### config.mk
export PLATFORM = sky130hd
export DESIGN_NAME = qcs_fir_smp_drv_flat
export DESIGN_NICKNAME = d
export VERILOG_FILES = /design/src/rtl/qcs_fir_pkg.sv /design/src/rtl/qcs_fir_smp_drv_if.sv /design/src/rtl/qcs_fir_smp_fifo.sv /design/src/rtl/qcs_fir_smp_drv.sv /design/src/flat_wrapper.sv
export SDC_FILE = /design/constraint.sdc
export NUM_CORES = 1
export LEC_CHECK = 0
export CORE_ASPECT_RATIO = 0.9
export CORE_UTILIZATION = 25
export CTS_CLUSTER_SIZE = 28
export DETAILED_ROUTE_END_ITERATION = 10
export PLACE_DENSITY = 0.51
export SLEW_MARGIN = 20
export SYNTH_ARGS = -nofsm -noshare
export SYNTH_HDL_FRONTEND = slang
export SYNTH_SLANG_ARGS = --single-unit
### constraint.sdc
create_clock -name clk -period 10.2 [get_ports clk]
set_input_delay 2.55 -clock clk [delete_from_list [all_inputs] [get_ports clk]]
set_output_delay 2.55 -clock clk [all_outputs]
set_load 0.01 [all_outputs]
### src/rtl/qcs_fir_pkg.sv
// Shared types and default widths for the FIR I/Q sample driver slice.
package qcs_fir_pkg;

    localparam int unsigned QCS_DW_DEF    = 16;
    localparam int unsigned QCS_NCH_DEF   = 2;
    localparam int unsigned QCS_DEPTH_DEF = 8;
    localparam int unsigned QCS_GAPW_DEF  = 4;

    localparam logic [1:0] S_IDLE = 2'd0;
    localparam logic [1:0] S_SEND = 2'd1;
    localparam logic [1:0] S_GAP  = 2'd2;

    typedef enum logic [1:0] {
        ST_IDLE = S_IDLE,
        ST_SEND = S_SEND,
        ST_GAP  = S_GAP
    } smp_drv_state_e;

    // Default-width buffer entry; the driver declares its own copy sized by its parameters.
    typedef struct packed {
        logic [QCS_NCH_DEF*QCS_DW_DEF-1:0] i;
        logic [QCS_NCH_DEF*QCS_DW_DEF-1:0] q;
        logic                              last;
    } smp_entry_t;

endpackage

### src/rtl/qcs_fir_smp_drv_if.sv
// Upstream ready/valid sample stream into the FIR sample driver.
interface qcs_fir_smp_drv_if
    import qcs_fir_pkg::*;
#(
    parameter int unsigned DW  = QCS_DW_DEF,
    parameter int unsigned NCH = QCS_NCH_DEF
);
    logic              s_vld;
    logic              s_rdy;
    logic              s_last;
    logic [NCH*DW-1:0] s_data_i;
    logic [NCH*DW-1:0] s_data_q;

    modport master (output s_vld, s_last, s_data_i, s_data_q, input s_rdy);
    modport slave  (input s_vld, s_last, s_data_i, s_data_q, output s_rdy);
endinterface

### src/rtl/qcs_fir_smp_fifo.sv
// Synchronous FIFO with registered occupancy; no write-through and no bypass.
module qcs_fir_smp_fifo
    import qcs_fir_pkg::*;
#(
    parameter int unsigned WIDTH = 2*QCS_NCH_DEF*QCS_DW_DEF+1,
    parameter int unsigned DEPTH = QCS_DEPTH_DEF
) (
    input  logic                   clk,
    input  logic                   reset,
    input  logic                   push,
    input  logic                   pop,
    input  logic [WIDTH-1:0]       wdata,
    output logic [WIDTH-1:0]       rdata,
    output logic                   full,
    output logic                   empty,
    output logic [$clog2(DEPTH):0] level
);
    localparam int unsigned AW = $clog2(DEPTH);
    localparam logic [AW:0] FULL_LVL = (AW+1)'(DEPTH);

    logic [WIDTH-1:0] mem [DEPTH];
    logic [AW-1:0]    wr_ptr;
    logic [AW-1:0]    rd_ptr;
    logic             do_push;
    logic             do_pop;

    assign full    = (level == FULL_LVL);
    assign empty   = (level == '0);
    assign do_push = push && !full;
    assign do_pop  = pop && !empty;
    assign rdata   = mem[rd_ptr];

    always_ff @(posedge clk) begin
        if (do_push) begin
            mem[wr_ptr] <= wdata;
        end
    end

    // Pointers wrap naturally since DEPTH is a power of two.
    always_ff @(posedge clk) begin
        if (reset) begin
            wr_ptr <= '0;
            rd_ptr <= '0;
            level  <= '0;
        end else begin
            if (do_push) wr_ptr <= wr_ptr + 1'b1;
            if (do_pop)  rd_ptr <= rd_ptr + 1'b1;
            case ({do_push, do_pop})
                2'b10:   level <= level + 1'b1;
                2'b01:   level <= level - 1'b1;
                default: level <= level;
            endcase
        end
    end

endmodule

### src/rtl/qcs_fir_smp_drv.sv
// Multi-channel I/Q sample driver: buffers upstream samples and replays them paced by cfg_gap.
// Build option QCS_FIR_DRV_X_FILL_EN: drive data outputs to X while data_vld is low.
module qcs_fir_smp_drv
    import qcs_fir_pkg::*;
#(
    parameter int unsigned DW    = QCS_DW_DEF,
    parameter int unsigned NCH   = QCS_NCH_DEF,
    parameter int unsigned DEPTH = QCS_DEPTH_DEF,
    parameter int unsigned GAPW  = QCS_GAPW_DEF
) (
    input  logic                   clk,
    input  logic                   reset,
    input  logic                   cfg_en,
    input  logic [GAPW-1:0]        cfg_gap,
    qcs_fir_smp_drv_if.slave       smp,
    output logic                   data_vld,
    output logic [NCH*DW-1:0]      data_i,
    output logic [NCH*DW-1:0]      data_q,
    output logic                   underrun,
    output logic                   busy,
    output logic [$clog2(DEPTH):0] level
);
    localparam int unsigned BW = NCH*DW;

    typedef struct packed {
        logic [BW-1:0] i;
        logic [BW-1:0] q;
        logic          last;
    } entry_t;

    entry_t          wr_entry;
    entry_t          rd_entry;
    logic            full;
    logic            empty;
    logic            rdy;
    logic            push;
    logic            pop;
    logic            due;
    logic [1:0]      state_q, state_d;
    logic [GAPW-1:0] cnt_q, cnt_d;
    logic            started_q, started_d;
    logic            last_q;
    logic            underrun_d;

    assign rdy       = !full && !reset;
    assign smp.s_rdy = rdy;
    assign push      = smp.s_vld && rdy;
    assign wr_entry  = '{i: smp.s_data_i, q: smp.s_data_q, last: smp.s_last};
    assign busy      = started_q;

    qcs_fir_smp_fifo #(
        .WIDTH (2*BW+1),
        .DEPTH (DEPTH)
    ) u_fifo (
        .clk   (clk),
        .reset (reset),
        .push  (push),
        .pop   (pop),
        .wdata (wr_entry),
        .rdata (rd_entry),
        .full  (full),
        .empty (empty),
        .level (level)
    );

    // A zero gap makes the next sample due in the SEND cycle itself, giving back-to-back output.
    always_comb begin
        state_d    = state_q;
        cnt_d      = cnt_q;
        started_d  = started_q;
        pop        = 1'b0;
        due        = 1'b0;
        underrun_d = 1'b0;
        case (state_q)
            S_IDLE: begin
                if (cfg_en && !empty) begin
                    pop       = 1'b1;
                    state_d   = S_SEND;
                    started_d = 1'b1;
                end
            end
            S_SEND: begin
                cnt_d = cfg_gap;
                if (last_q) begin
                    started_d = 1'b0;
                    state_d   = (cfg_gap != '0) ? S_GAP : S_IDLE;
                end else if (cfg_gap != '0) begin
                    state_d = S_GAP;
                end else begin
                    due = 1'b1;
                end
            end
            S_GAP: begin
                if (cnt_q == GAPW'(1)) due = 1'b1;
                else                   cnt_d = cnt_q - 1'b1;
            end
            default: state_d = S_IDLE;
        endcase

        if (due) begin
            if (!cfg_en) begin
                state_d = S_IDLE;
            end else if (!empty) begin
                pop       = 1'b1;
                state_d   = S_SEND;
                started_d = 1'b1;
            end else begin
                underrun_d = started_q;
                started_d  = 1'b0;
                state_d    = S_IDLE;
            end
        end
    end

    always_ff @(posedge clk) begin
        if (reset) begin
            state_q   <= S_IDLE;
            cnt_q     <= '0;
            started_q <= 1'b0;
            last_q    <= 1'b0;
            underrun  <= 1'b0;
            data_vld  <= 1'b0;
            data_i    <= '0;
            data_q    <= '0;
        end else begin
            state_q   <= state_d;
            cnt_q     <= cnt_d;
            started_q <= started_d;
            underrun  <= underrun_d;
            data_vld  <= pop;
            if (pop) begin
                data_i <= rd_entry.i;
                data_q <= rd_entry.q;
                last_q <= rd_entry.last;
            end else begin
`ifdef QCS_FIR_DRV_X_FILL_EN
                data_i <= 'x;
                data_q <= 'x;
`else
                data_i <= '0;
                data_q <= '0;
`endif
            end
        end
    end

endmodule

### src/flat_wrapper.sv
// flat-port wrapper written by rule: the top's interface ports become plain ports
module qcs_fir_smp_drv_flat import qcs_fir_pkg::*;
#(
    parameter int unsigned DW    = QCS_DW_DEF,
    parameter int unsigned NCH   = QCS_NCH_DEF,
    parameter int unsigned DEPTH = QCS_DEPTH_DEF,
    parameter int unsigned GAPW  = QCS_GAPW_DEF
)
  (clk, reset, cfg_en, cfg_gap, data_vld, data_i, data_q, underrun, busy, level, smp_s_vld, smp_s_last, smp_s_data_i, smp_s_data_q, smp_s_rdy);
  qcs_fir_smp_drv_if #(.DW(DW), .NCH(NCH)) smp_i ();
  input  logic clk;
  input  logic reset;
  input  logic cfg_en;
  input  logic [GAPW-1:0] cfg_gap;
  output logic data_vld;
  output logic [NCH*DW-1:0] data_i;
  output logic [NCH*DW-1:0] data_q;
  output logic underrun;
  output logic busy;
  output logic [$clog2(DEPTH):0] level;
  input wire logic [$bits(smp_i.s_vld)-1:0] smp_s_vld;
  input wire logic [$bits(smp_i.s_last)-1:0] smp_s_last;
  input wire logic [$bits(smp_i.s_data_i)-1:0] smp_s_data_i;
  input wire logic [$bits(smp_i.s_data_q)-1:0] smp_s_data_q;
  output wire logic [$bits(smp_i.s_rdy)-1:0] smp_s_rdy;
  assign smp_i.s_vld = smp_s_vld;
  assign smp_i.s_last = smp_s_last;
  assign smp_i.s_data_i = smp_s_data_i;
  assign smp_i.s_data_q = smp_s_data_q;
  assign smp_s_rdy = smp_i.s_rdy;
  qcs_fir_smp_drv #(.DW(DW), .NCH(NCH), .DEPTH(DEPTH), .GAPW(GAPW)) u_core (.clk(clk), .reset(reset), .cfg_en(cfg_en), .cfg_gap(cfg_gap), .smp(smp_i), .data_vld(data_vld), .data_i(data_i), .data_q(data_q), .underrun(underrun), .busy(busy), .level(level));
endmodule
==> Word-level counts from Yosys, hierarchy flattened <==
Memory sizes are Yosys's and may differ from the RTL's. A register that Yosys moved wholly into a read port is not among the register bits.
Index checks and enable logic that the tools add are counted.
{ "word_totals": {"ramBits": 520, "output_inout_bits": 72, "elab_cells": 78, "register_bits": 84, "in_bits": 73, "mem_count": 1} }
{ "classes": {"n_bitwise": 4, "add_sub_neg": 5, "n_eq_ne": 10, "reduce_logical": 17, "muxes": 30} }
{ "memory_table": {"columns": ["name", "words", "word_bits", "read_ports", "rd_clocked_by_memory_dff", "wr", "line", "source"], "rows": [
  ["u_core.u_fifo.mem", 8, 65, 1, 1, 1, "qcs_fir_smp_fifo.sv:21", "logic [WIDTH-1:0] mem [DEPTH];"]
]} }
{ "ops": {"columns": ["cell", "n"], "rows": [
  ["$mux W1", 16],
  ["$pmux W4 S2", 2],
  ["$mux W2", 6],
  ["$sub A4 B1 Y4 const B", 2],
  ["$add A3 B1 Y3 const B", 2],
  ["$mux W3", 2],
  ["$pmux W2 S3", 1],
  ["$logic_and A1 B1 Y1", 5],
  ["$add A4 B1 Y4 const B", 1],
  ["$eq A2 B1 Y1 const B", 2],
  ["$eq A2 B2 Y1 const B", 2],
  ["$eq A4 B1 Y1 const B", 1],
  ["$eq A4 B4 Y1 const B", 1],
  ["$logic_not A4 Y1", 1],
  ["$mux W4", 1],
  ["$ne A4 B1 Y1 const B", 1],
  ["$not A1 Y1", 4],
  ["$pmux W1 S2", 2],
  ["$reduce_bool A2 Y1", 2],
  ["$reduce_bool A4 Y1", 1],
  ["$reduce_or A4 Y1", 1],
  ["$logic_not A1 Y1", 3],
  ["$ne A3 B1 Y1 const B", 1],
  ["$reduce_and A3 Y1", 1],
  ["other kinds (5)", 5]
]} }

==> Longest topological paths before layout <==
{ "logic_depth": {"ltp_word": 11, "ltp_mapped": 14, "depth_no_buf": 12} }

==> Modules after synthesis <==
Synthesis repeated with hierarchy kept, for this count alone.
{ "hier_totals": {"cells_unflattened": 1040, "hier_area_um2": 22592.9} }
{ "by_module_without_submodules": {"columns": ["mod", "area_per_inst_um2", "seq_area_each_um2", "n_inst", "cells_each"], "rows": [
  ["qcs_fir_smp_fifo", 20146.8, 15875.2, 1, 826],
  ["qcs_fir_smp_drv", 2446.1, 1481.4, 1, 214]
]} }

==> Least setup slack after synthesis <==
No wires, ideal clock.
{ "synth_path": {"path_kind": "input-to-reg", "start": "in smp_s_vld", "end": "mem u_core.u_fifo.mem[0][0] (netlist bit) (enable)", "slack_ns": 2.076, "arrival_ns": 7.555, "stages": 4, "required_ns": 9.632, "n_path_buf": 0, "setup_time_ns": 0.568, "path_cell_list": "inv_1 a211oi_2 nand2b_1 nor3_1"} }
{ "synth_via": {"elab_chain_len": 4} }
{ "synth_rtl": {"columns": ["item", "line", "source"], "rows": [
  ["from (decl)", "flat_wrapper.sv:21", "input wire logic [$bits(smp_i.s_vld)-1:0] smp_s_vld;"],
  ["$logic_and A1 B1 Y1", "qcs_fir_smp_drv.sv:47", "assign push = smp.s_vld && rdy;"],
  ["$logic_and A1 B1 Y1", "qcs_fir_smp_fifo.sv:29", "assign do_push = push && !full;"],
  ["$mux W1", "qcs_fir_smp_fifo.sv:34", "if (do_push) begin"],
  ["$mux W1 (implied by the code)", "qcs_fir_smp_fifo.sv:35", "mem[wr_ptr] <= wdata;"],
  ["to (decl)", "qcs_fir_smp_fifo.sv:21", null]
]} }
No other way between the ends.

==> Worst setup path in the final report <==
{ "layout_path": {"start": "in reset", "end": "out smp_s_rdy"} }
{ "layout_via": {"elab_chain_len": 2} }
{ "layout_rtl": {"columns": ["item", "line", "source"], "rows": [
  ["from (decl)", "flat_wrapper.sv:12", "input logic reset;"],
  ["$logic_not A1 Y1", "qcs_fir_smp_drv.sv:45", "assign rdy = !full && !reset;"],
  ["$logic_and A1 B1 Y1", "qcs_fir_smp_drv.sv:45", null],
  ["to (decl)", "flat_wrapper.sv:25", "output wire logic [$bits(smp_i.s_rdy)-1:0] smp_s_rdy;"]
]} }
No other way between the ends.

==> impl_metrics.yaml <==
sta:
  finalCriticalPeriod_ns: 6.83
  setup_violations: 0
  timing.fmax_mhz: 146
  hold_viol: 0
  relSlewSlack: 0.289
  rsz0062_at_grt: "no"
  drv_slew: 0
  worst_pin_slew_ns: 1.07
  timing.final.crit_share: 0.670
  whs_ns: 0.477
  clock_skew_ns: 0.0149
  finalSetupTns_ns: 0
power:
  irDropWorstVdd_uv: 109
  p_leak_nw: 8.27
  powerDensity_nw_per_um2: 233
  p_total_mw: 6.38
logic_synthesis:
  yosysTopAreaCell: "edfxtp_1"
  synth-edff-count: 520
  syn_inst: 1041
  syn_nets: 1124
  ys_warn_count: 0
  yosysMostFrequentCell: "edfxtp_1"
  synth_ff_type: "edfxtp_1"
  synthArstFlopShare: 0
  ys_seq_elements: 607
  syn_avg_cell_area_um2: 21.6
  yosys-top-cells-count: "edfxtp_1, mux4_2, dfxtp_1, mux2i_1, nor2_2"
  ys_types: 48
  yosysSeqAreaShare: 0.772
  synth_area_um2: 22500
  ys_top_cells_by_area: "edfxtp_1, mux4_2, dfxtp_1"
  synth_top_area_frac: 0.695
layout:
  multiInputGateArea_um2: 4850
  drive_above_1_share: 0.243
  final_area_um2: 27500
  nNetsFinal: 1302
  diodes: 0
  fillCellCount: 8484
  postLayoutCoreUtil: 0.310
  syn2layout_area_growth_pct: 22.1
  seq_area_um2: 17400
clock_network:
  cts_htree_levels: 3
  cts_resized: 0
  cts_tree: "done"
  cts_hold_buf: 0
  post_cts_buffers: 0
  clkSinkCount: 607
  path_clk_slew_ns: 0.05
  cts_buffers: 66
  root_buffer: "clkbuf_16"
  clk_path_buf_depth: 3
  clk_latency_ns: 0.59
flow_run:
  drv_cap: 0
setup_path:
  critPathKind: "input pin to primary output"
  cp_cell_sequence: "clkdlybuf4s50_1, a21oi_1, clkdlybuf4s50_1"
  required_ns: 7.65
  cp-end-kind: "primary output"
  cp_max_fo: 21
  crit_family: "buffers and inverters"
  slowest_delay_ns: 0.85
  cp_data_arrival_time_ns: 4.28
  crit_top_cell: "clkdlybuf4s50_1"
  path_buf_inv: 2
  cp_slowest_cell: "clkdlybuf4s50_1"
  start_kind: "input pin"
drt:
  drt-initial-drc-count: 626
  top_layer_used: "met5"
  dr_wl_met2_um: 23500
  vias: 10300
  drtAntennaViolNets: 0
  wl_per_cell_um: 20.2
  drc: 0
  viasPerCell: 4.26
  drt_first_pass_iters: 4
  wl_met3_um: 2480
  routed_wl_um: 49000
  m1WireLength_um: 22100
die:
  die_height_um: 286
  io_pins: 145
  fp.dieW_um: 318
  die-area_um2: 91100
  start_util: 0.254
  num_rows: 103
  coreArea_um2: 88400
global_route:
  grt_pass1_wl_um: 73300
  grt_max_degree: 69
  overflow: 0
  antenna_found_initial: 3
  grt_usage: 0.109
  grt_pass1_vias: 11200
status:
  status: "finished, final reports clean"
placed_design:
  place.gp.congestion: 0.689
  dp_hpwl_um: 27600
  port_buffers: 144
  dpl-instance-area_um2: 25300
worst_hold_path:
  min_path_type: "flip-flop to flip-flop"
[final timing paths]
path | slack (ns) | depth (start not counted) | startpoint | end
worst max register to register | 6.56 | 5 | u_core.u_fifo.level[1] | u_core.u_fifo.mem[0][55]
worst min register to register | 0.48 | 2 | u_core.u_fifo.rd_ptr[2] | flip-flop
worst max-delay path | 3.37 | 3 | reset | smp_s_rdy
worst min-delay path | 0.48 | 2 | u_core.u_fifo.rd_ptr[2] | flip-flop
[report_power, final]
| part | switching (mW) | leakage (nW) | internal, mW |
|---|---|---|---|
| logic | 0.530 | 1.82 | 0.581 |
| registers | 0.103 | 5.40 | 2.81 |
| clock network | 0.966 | 1.04 | 1.40 |
[cell usage in the layout (no fill, tap or decap), types with 5 or more instances in the layout]
cell,instances
bufinv_16,5
ha_1,10
inv_1,10
nand3b_1,5
a21oi_1,17
clkdlybuf4s50_1,144
nor2_2,40
edfxtp_1,520
clkbuf_16,68
clkbuf_1,19
nor2_4,15
clkinv_1,8
buf_4,16
mux4_2,130
mux2i_1,69
clkinv_2,5
o21ai_0,11
dfxtp_1,84
nand2_1,5
nor2_1,23
[registers in the layout, indices dropped and copies added, names as in the netlist, named ones only]
signal	cells
u_core.data_q	32
u_core.u_fifo.rd_ptr	3
u_core.u_fifo.wr_ptr	3
u_core.data_vld	1
u_core.busy	1
u_core.data_i	32
u_core.last_q	1
u_core.state_q	2
u_core.underrun	1
u_core.u_fifo.mem	520
u_core.u_fifo.level	4
u_core.cnt_q	4
[cells by family after synthesis]
kind of cell	synth area share
DFF	0.772
buffers and inverters	0.0149
adders and majority gates	0.00557
AOI/OAI and AO/OA	0.0133
muxes	0.161
xor gates and xnor gates	0.00117
and+or+nand+nor	0.0316
[worst reg2reg max path: stages (launching register included)]
cell and delay (ns):
dfxtp_1 0.51, nor3_1 0.16, a211oi_2 0.51, nand2b_1 0.36, nor3_2 0.75, buf_4 0.90
[stage by stage]
stage | cells | setup slack [ns]
floorplan | 1041 | 2.08
global placement | 2305 | 3.43
global route | 2428 | 3.29
CTS | 2428 | 3.37
detailed placement | 2306 | 3.37
finish | 2428 | 3.37
[per-layer routing]
| layer | GRT usage | up-vias |
|---|---|---|
| li1 | - | 4600 |
| met4 | 0.0278 | 6 |
| met2 | 0.177 | 215 |
| met1 | 0.144 | 5440 |
| met5 | 0 | - |
| met3 | 0.0278 | 72 |
[area by class of cell]
type                            instances  area share
Clock buffer                           91      0.0666
Clock inverter                         31      0.0123
Inverter                               11     0.00150
Multi-Input combinational cell        372       0.177
Sequential cell                       607       0.633
Tap cell                             1155      0.0526
Timing Repair Buffer                  161      0.0576
No activity file was read; power rests on OpenSTA's default activity.
